`config.mk`:
```
export PLATFORM = sky130hd
export DESIGN_NAME = dmem_port_arbiter_flat
export DESIGN_NICKNAME = d
export VERILOG_FILES = /design/src/rtl/dmem_port_arbiter_if.sv /design/src/rtl/dmem_port_arbiter.sv /design/src/flat_wrapper.sv
export SDC_FILE = /design/constraint.sdc
export NUM_CORES = 1
export LEC_CHECK = 0
export BUFFER_PORTS_ARGS = -buffer_cell sky130_fd_sc_hd__buf_2
export CAP_MARGIN = 20
export CORE_AREA = 4 4 106 108
export CTS_BUF_LIST = sky130_fd_sc_hd__clkbuf_8
export DETAILED_ROUTE_END_ITERATION = 6
export DIE_AREA = 0 0 110 112
export GPL_ROUTABILITY_DRIVEN = 0
export MAX_ROUTING_LAYER = met4
export PLACE_DENSITY_LB_ADDON = 0.08
export SLEW_MARGIN = 10
export SYNTH_ARGS = -nofsm -noshare
export SYNTH_HDL_FRONTEND = slang
export SYNTH_SLANG_ARGS = --single-unit
```
`constraint.sdc`:
```
create_clock -name clk -period 1.8 [get_ports clk]
set_clock_uncertainty 0.2 [all_clocks]
set_input_delay 0.09 -clock clk [delete_from_list [all_inputs] [get_ports clk]]
set_output_delay 0.09 -clock clk [all_outputs]
set_load 0.02 [all_outputs]
```
`src/rtl/dmem_port_arbiter_if.sv`:
```
// Shared data-memory port bundle: CPU side, debug requester side and DATA_MEM side.
// The arbiter connects through the slave modport; the surrounding system
// (CPU, debug requester, DATA_MEM) connects through the master modport.
interface dmem_port_arbiter_if #(
    parameter int unsigned ADDR_W = 9
);
    logic              global_en_in;
    logic              cpu_global_en;
    logic [31:0]       cpu_dmem_addr;
    logic              cpu_dmem_we;
    logic [31:0]       cpu_dmem_wdata;
    logic [31:0]       cpu_dmem_rdata;
    logic              dbg_req;
    logic              dbg_we;
    logic [31:0]       dbg_addr;
    logic [31:0]       dbg_wdata;
    logic              dbg_ack;
    logic [31:0]       dbg_rdata;
    logic [ADDR_W-1:0] mem_a;
    logic              mem_we;
    logic [31:0]       mem_d;
    logic [31:0]       mem_spo;

    modport slave (
        input  global_en_in, cpu_dmem_addr, cpu_dmem_we, cpu_dmem_wdata,
        input  dbg_req, dbg_we, dbg_addr, dbg_wdata, mem_spo,
        output cpu_global_en, cpu_dmem_rdata, dbg_ack, dbg_rdata,
        output mem_a, mem_we, mem_d
    );

    modport master (
        output global_en_in, cpu_dmem_addr, cpu_dmem_we, cpu_dmem_wdata,
        output dbg_req, dbg_we, dbg_addr, dbg_wdata, mem_spo,
        input  cpu_global_en, cpu_dmem_rdata, dbg_ack, dbg_rdata,
        input  mem_a, mem_we, mem_d
    );
endinterface

```
`src/rtl/dmem_port_arbiter.sv`:
```
// Data-memory port arbiter between the CPU and a debug requester.
// The CPU owns the port by default; a debug access freezes the CPU, performs
// one word access and answers over a four-phase req/ack handshake. A guard
// interval of MIN_CPU_CYCLES enabled CPU cycles separates debug grants.
// Optional feature: define DMEM_ARB_DBG_WRITE_EN to let the debug port write;
// otherwise the debug port is read-only.
module dmem_port_arbiter #(
    parameter int unsigned ADDR_W         = 9,
    parameter int unsigned MIN_CPU_CYCLES = 4
) (
    input  logic                    clk,
    input  logic                    rst,
    dmem_port_arbiter_if.slave      bus
);

    typedef enum logic [1:0] {
        IDLE,
        ACCESS,
        DONE
    } state_t;

    state_t      state_q;
    logic [7:0]  gap_cnt_q;
    logic        dbg_ack_q;
    logic [31:0] dbg_rdata_q;

    logic        grant;
    logic        dbg_owns;
    logic        dbg_mem_we;

    // Guard interval is waived while the CPU is halted from the top level.
    assign grant    = bus.dbg_req & ((gap_cnt_q == '0) | ~bus.global_en_in);
    assign dbg_owns = (state_q != IDLE);

`ifdef DMEM_ARB_DBG_WRITE_EN
    assign dbg_mem_we = bus.dbg_we;
`else
    logic unused_dbg_we;
    assign unused_dbg_we = bus.dbg_we;
    assign dbg_mem_we    = 1'b0;
`endif

    logic unused_addr_bits;
    assign unused_addr_bits = ^{bus.cpu_dmem_addr[31:ADDR_W+2], bus.cpu_dmem_addr[1:0],
                                bus.dbg_addr[31:ADDR_W+2], bus.dbg_addr[1:0]};

    // Port mux and CPU freeze follow the state directly so reset releases the CPU at once.
    assign bus.mem_a          = dbg_owns ? bus.dbg_addr[ADDR_W+1:2] : bus.cpu_dmem_addr[ADDR_W+1:2];
    assign bus.mem_d          = dbg_owns ? bus.dbg_wdata : bus.cpu_dmem_wdata;
    assign bus.mem_we         = (state_q == IDLE)   ? bus.cpu_dmem_we :
                                (state_q == ACCESS) ? dbg_mem_we : 1'b0;
    assign bus.cpu_global_en  = dbg_owns ? 1'b0 : bus.global_en_in;
    assign bus.cpu_dmem_rdata = bus.mem_spo;
    assign bus.dbg_ack        = dbg_ack_q;
    assign bus.dbg_rdata      = dbg_rdata_q;

    // Handshake FSM with guard counter and registered ack/read data.
    always_ff @(posedge clk or posedge rst) begin
        if (rst) begin
            state_q     <= IDLE;
            gap_cnt_q   <= '0;
            dbg_ack_q   <= 1'b0;
            dbg_rdata_q <= '0;
        end else begin
            case (state_q)
                IDLE: begin
                    if (grant) begin
                        state_q <= ACCESS;
                    end
                    if (bus.global_en_in && (gap_cnt_q != '0)) begin
                        gap_cnt_q <= gap_cnt_q - 8'd1;
                    end
                end
                ACCESS: begin
                    dbg_rdata_q <= bus.mem_spo;
                    dbg_ack_q   <= 1'b1;
                    state_q     <= DONE;
                end
                DONE: begin
                    if (!bus.dbg_req) begin
                        dbg_ack_q <= 1'b0;
                        gap_cnt_q <= 8'(MIN_CPU_CYCLES);
                        state_q   <= IDLE;
                    end
                end
                default: begin
                    state_q <= IDLE;
                end
            endcase
        end
    end

endmodule

```
`src/flat_wrapper.sv`:
```
// flat-port wrapper written by rule: the top's interface ports become plain ports
module dmem_port_arbiter_flat 
#(
    parameter int unsigned ADDR_W         = 9,
    parameter int unsigned MIN_CPU_CYCLES = 4
)
  (clk, rst, bus_global_en_in, bus_cpu_dmem_addr, bus_cpu_dmem_we, bus_cpu_dmem_wdata, bus_dbg_req, bus_dbg_we, bus_dbg_addr, bus_dbg_wdata, bus_mem_spo, bus_cpu_global_en, bus_cpu_dmem_rdata, bus_dbg_ack, bus_dbg_rdata, bus_mem_a, bus_mem_we, bus_mem_d);
  dmem_port_arbiter_if #(.ADDR_W(ADDR_W)) bus_i ();
  input  logic clk;
  input  logic rst;
  input wire logic [$bits(bus_i.global_en_in)-1:0] bus_global_en_in;
  input wire logic [$bits(bus_i.cpu_dmem_addr)-1:0] bus_cpu_dmem_addr;
  input wire logic [$bits(bus_i.cpu_dmem_we)-1:0] bus_cpu_dmem_we;
  input wire logic [$bits(bus_i.cpu_dmem_wdata)-1:0] bus_cpu_dmem_wdata;
  input wire logic [$bits(bus_i.dbg_req)-1:0] bus_dbg_req;
  input wire logic [$bits(bus_i.dbg_we)-1:0] bus_dbg_we;
  input wire logic [$bits(bus_i.dbg_addr)-1:0] bus_dbg_addr;
  input wire logic [$bits(bus_i.dbg_wdata)-1:0] bus_dbg_wdata;
  input wire logic [$bits(bus_i.mem_spo)-1:0] bus_mem_spo;
  output wire logic [$bits(bus_i.cpu_global_en)-1:0] bus_cpu_global_en;
  output wire logic [$bits(bus_i.cpu_dmem_rdata)-1:0] bus_cpu_dmem_rdata;
  output wire logic [$bits(bus_i.dbg_ack)-1:0] bus_dbg_ack;
  output wire logic [$bits(bus_i.dbg_rdata)-1:0] bus_dbg_rdata;
  output wire logic [$bits(bus_i.mem_a)-1:0] bus_mem_a;
  output wire logic [$bits(bus_i.mem_we)-1:0] bus_mem_we;
  output wire logic [$bits(bus_i.mem_d)-1:0] bus_mem_d;
  assign bus_i.global_en_in = bus_global_en_in;
  assign bus_i.cpu_dmem_addr = bus_cpu_dmem_addr;
  assign bus_i.cpu_dmem_we = bus_cpu_dmem_we;
  assign bus_i.cpu_dmem_wdata = bus_cpu_dmem_wdata;
  assign bus_i.dbg_req = bus_dbg_req;
  assign bus_i.dbg_we = bus_dbg_we;
  assign bus_i.dbg_addr = bus_dbg_addr;
  assign bus_i.dbg_wdata = bus_dbg_wdata;
  assign bus_i.mem_spo = bus_mem_spo;
  assign bus_cpu_global_en = bus_i.cpu_global_en;
  assign bus_cpu_dmem_rdata = bus_i.cpu_dmem_rdata;
  assign bus_dbg_ack = bus_i.dbg_ack;
  assign bus_dbg_rdata = bus_i.dbg_rdata;
  assign bus_mem_a = bus_i.mem_a;
  assign bus_mem_we = bus_i.mem_we;
  assign bus_mem_d = bus_i.mem_d;
  dmem_port_arbiter #(.ADDR_W(ADDR_W), .MIN_CPU_CYCLES(MIN_CPU_CYCLES)) u_core (.clk(clk), .rst(rst), .bus(bus_i));
endmodule
```
# Yosys cells after proc, flatten, opt, wreduce, memory -nomap -nowiden
# Index checks and enable logic that the tools add are counted.
# totals
reg_bits	43
inputBits	166
out_inout_bits	108
elab_cells	35
# classes
n_addsub	1
n_eq_ne	5
n_mux	12
bitwise	3
reduce_logical	10
# op_table
op	n
two-way mux 32 bit	1
two-way mux 8 bit	2
case mux 8 bit (2 select lines)	1
two-way mux 9 bit	1
zero test 8 bit	1
nonzero test 8 bit	1
subtractor 8 x 1 -> 8 bit, second input constant	1
case mux 2 bit (3 select lines)	1
nonzero test 2 bit	3
two-way mux 2 bit	2
!= test 2 bit, second input constant	2
AND reduction 2 bit	2
two-way mux 1 bit	3
AND reduction 3 bit	1
== test 2 x 1 -> 1 bit, second input constant	1
== test 2 bit, second input constant	1
zero test 2 bit	1
!= test 2 x 1 -> 1 bit, second input constant	1
case mux 1 bit (2 select lines)	1
bitwise AND 1 bit	1
logical AND 1 bit	1
inverter 1 bit	1
OR 1 bit	1

# Logic depth before layout (Yosys ltp)
# logic_depth
ltp_word	5
depth_mapped	5
ltp_nobuf	5

# Least setup slack after synthesis
# OpenSTA, ideal clock, no wires.
# synth_timing
path_type	register to register
startpoint	reg u_core.gap_cnt_q[0]
endpoint	reg u_core.gap_cnt_q[7]
setup_time_ps	123
arrival_ps	1531
required_time_ps	1477
path_slack_ps	-54
stages_incl_launch_ff	4
period_less_slack_ps	1854
cell_sequence	dfrtp_1 or4_4 or4_4 mux2i_1
# synth_via
elab_chain_len	4
elab_cells_between_ends	7
# synth_rtl
item	line_no	source
start, declared	dmem_port_arbiter.sv:23	logic [7:0] gap_cnt_q;
start signal, assigned	dmem_port_arbiter.sv:71	gap_cnt_q <= gap_cnt_q - 8'd1;
start signal, assigned	dmem_port_arbiter.sv:82	gap_cnt_q <= 8'(MIN_CPU_CYCLES);
parallel branches: the longest is 4 deep, another holds subtractor 8 x 1 -> 8 bit	n/a	
# Several ways; the timed one is not identified. The select of a mux whose other input is x is not followed.
# A chain may end at the register's enable or synchronous reset.

# Worst setup path in the final report
# layout_timing
startpoint	reg u_core.state_q[0]
endpoint	reg u_core.gap_cnt_q[7]
# layout_via
elab_chain_len	3
elab_cells_between_ends	7
# layout_rtl
item	line_no	source
start, declared	dmem_port_arbiter.sv:22	state_t state_q;
start signal, assigned	dmem_port_arbiter.sv:60	state_q <= IDLE;
start signal, assigned	dmem_port_arbiter.sv:68	state_q <= ACCESS;
start signal, assigned	dmem_port_arbiter.sv:77	state_q <= DONE;
== test 2 bit or zero test 2 bit (tied branches)	dmem_port_arbiter.sv:65	case (state_q)
!= test 2 bit (no line) or nonzero test 2 bit (tied branches)	n/a	
AND reduction 3 bit (no line)	n/a	
# Parallel ways exist; a longest one is shown, timed or not.

==> flow_summary.json <==
{
  "outcome": "complete, but fails checks",
  "failed_checks": "setup timing",
  "postLayoutCellArea_sq_um": 4470,
  "comb_power_share_pct": 62.1,
  "place_ws_ns": -0.0676,
  "worst_pin_slew_ns": 0.479,
  "drt-vias-per-instance": 4.17,
  "netlist_top_cells_count": "mux2_2, dfrtp_1, buf_4",
  "cp-start-kind": "register",
  "leakagePower_nw": 2.25,
  "synth.cell_area_sq_um": 2530,
  "grt_overflow": 0,
  "r2r_cells": 4,
  "cp-end-kind": "register",
  "diodes": 0,
  "clk_latency_ns": 0.29,
  "synth-main-ff-cell": "dfrtp_1",
  "cts_tree": "yes",
  "seqPwrFrac_pct": 26.9,
  "swShare_pct": 40.9,
  "start_util_pct": 24.7,
  "crit_fanout": 2,
  "nNetsFinal": 626,
  "drtIter0Drc": 42,
  "crit_chain": "buf_4, or4b_4, or4_4, mux2i_1",
  "p_clk_share_pct": 10.9,
  "worst_path_largest_cell_delay_ns": 0.53,
  "cts.clk_slew.worst_paths_ns": 0.08,
  "fillers": 982,
  "clock_path_buffers": 2,
  "slew_headroom_pct": 68.0,
  "synth_edf_count": 0,
  "die_x_microns": 110,
  "critPathRequiredTime_ns": 1.78,
  "grt_max_degree": 35,
  "finalPower_w": 0.00628,
  "syn-mean-instance-area_sq_um": 12.3,
  "finalHoldViolCount": 0,
  "critPathSlowestCell": "or4b_4",
  "routed_wl_microns": 7950,
  "setup_ws_ns": -0.199,
  "die_h_microns": 112,
  "dr.pass1.iters": 4,
  "ys_ff_latch": 43,
  "p_sw_w": 0.00257,
  "p_int_w": 0.00371,
  "fin_crit_sh_pct": 111,
  "synthesis.instances": 205,
  "synth_top_family_by_area": "multiplexers",
  "yosys-top-cells-area": "dfrtp_1, mux2_2, buf_4, mux2i_1, buf_2",
  "areaGrowthSynthToFinish_pct": 76.9,
  "rows": 37,
  "ios": 274,
  "yosysSeqAreaShare_pct": 42.6,
  "synth_compound_area_share_pct": 3.07,
  "grt_pass1_wl_microns": 12000,
  "synth_fa_ha_area_share_pct": 0.991,
  "arrival_ns": 1.98,
  "grt_antenna_before_repair": 0,
  "wl_per_cell_microns": 13.4,
  "crit_type": "register to register",
  "numCtsBuffers": 5,
  "yosysTopAreaCellShare_pct": 42.6,
  "yosysWarningCount": 0,
  "dp_hpwl_microns": 6090,
  "rr_endpoint": "u_core.gap_cnt_q[7]$_DFFE_PP0P_",
  "syn_nets": 373,
  "drc": 0,
  "peakVddDrop_mv": 0.490,
  "first_global_vias": 2548,
  "cts_sinks": 43,
  "core_sq_um": 10200,
  "hp-class": "primary input to async pin",
  "synth-async-reset-ratio_pct": 100,
  "cap_viol_max_count": 0,
  "dieArea_sq_um": 12300,
  "tns_ns": -7.12,
  "grt_usage_pct": 12.6,
  "grt_setup_unrepaired": "yes",
  "cp-startpoint": "u_core.state_q[0]$_DFFE_PP0P_",
  "synth.distinct_cells": 33,
  "root_buffer": "clkbuf_8",
  "yosysMostFrequentCell": "mux2_2",
  "slew_violations": 0,
  "via_count": 2482,
  "portBuffers": 226,
  "powerDensity_nw_per_um2": 1410,
  "fmax_mhz": 500,
  "fin_crit_ns": 2.00,
  "synth_area_leader_cell": "dfrtp_1",
  "antenna_violating_nets_post_route": 0,
  "layout-drive-gt1-share_pct": 77.3,
  "synth_xor_xnor_area_share_pct": 0,
  "place_area_sq_um": 3740,
  "r2r_start": "u_core.state_q[0]$_DFFE_PP0P_",
  "ff2ff_setup_slack_ns": -0.20,
  "synthMuxAreaShare_pct": 34.1,
  "setup_violations": 43,
  "cts.htree.levels": 2,
  "holdWs_ns": 0.0360,
  "synth-simple-area-share_pct": 7.33
}
[placed cells by master (no fill, tap or decap), types with 3 or more instances in the layout]
master and count:
buf_12 3, buf_2 207, buf_4 25, buf_6 17
clkbuf_8 7, dfrtp_1 43, dlygate4sd3_1 35, inv_2 4
mux2_2 68, mux2_4 5, mux2i_1 4, nand2_1 6
[area by class of cell]
cell class	instances	area (sq um)	share of cell area, %
timing repair buffer	287	1830	40.9
tap	136	170	3.81
sequential	43	1080	24.1
multi-input combinational	117	1280	28.6
inverter	4	15.0	0.336
clock inverter	1	7.51	0.168
clock buffer	7	96.3	2.16
[worst max-delay path by stage]
| stage | to | slack [ns] |
|---|---|---|
| 6_report | u_core.gap_cnt_q[7]$_DFFE_PP0P_ | -0.20 |
| 5_1_grt | bus_mem_d[9] | -0.27 |
| 4_1_cts | bus_mem_d[0] | -0.21 |
| 3_5_place_dp | u_core.gap_cnt_q[7]$_DFFE_PP0P_ | -0.07 |
| 3_3_place_gp | u_core.gap_cnt_q[7]$_DFFE_PP0P_ | -0.04 |
| 2_1_floorplan | u_core.gap_cnt_q[7]$_DFFE_PP0P_ | -0.05 |
[power by group through the flow]
| stage | Sequential (W) | Clock [W] | Combinational [W] |
|---|---|---|---|
| 6_report | 0.00169 | 0.000687 | 0.00390 |
| 2_1_floorplan | 0.00219 | 0 | 0.00166 |
| 3_3_place_gp | 0.00169 | 0 | 0.00344 |
| 4_1_cts | 0.00168 | 0.000722 | 0.00359 |
| 3_5_place_dp | 0.00169 | 0 | 0.00345 |
| 5_1_grt | 0.00176 | 0.000767 | 0.00419 |
[routing by layer]
metal  vias up  global-route usage [%]  routed length [microns]
li1       1205                       -                        -
met1      1130                    14.1                     2960
met2       141                    22.5                     4130
met3         6                    1.97                      774
met4         0                    3.74                       85
met5         -                       -                        0
[state kept, by name, summed over array words and instances (netlist names)]
signal,flops
u_core.gap_cnt_q,8
u_core.bus.dbg_ack,1
u_core.bus.dbg_rdata,32
u_core.state_q,2
[timing repair]
item / 4_1_cts / 5_1_grt
gates cloned: 0 / 0
resized for setup: 17 / 45
pin swaps: 3 / 9
hold buffers: 35 / 0
buffers inserted: 1 / 7
endpoints found under the hold margin: 79 / 0
setup endpoints to repair: 49 / 51
[metrics by stage]
step	std cells	utilization (%)
after detailed placement	545	36.5
final	595	43.7
after global routing	595	43.7
after CTS	588	41.5
after global placement	545	36.5
after floorplan	205	-
[logic make-up after synthesis]
kind of cell	Yosys count
muxes	77
buffers and inverters	45
DFF	43
and+or+nand+nor	27
AOI/OAI and AO/OA	11
adders and majority gates	2
[critical path, delay by kind of cell (launching register included)]
family | cells | cell delay, ns
buf+inv | 1 | 0.14
flops | 1 | 0.40
simple gates | 2 | 1.03
mux | 1 | 0.13
(Power assumes the default switching activity.)
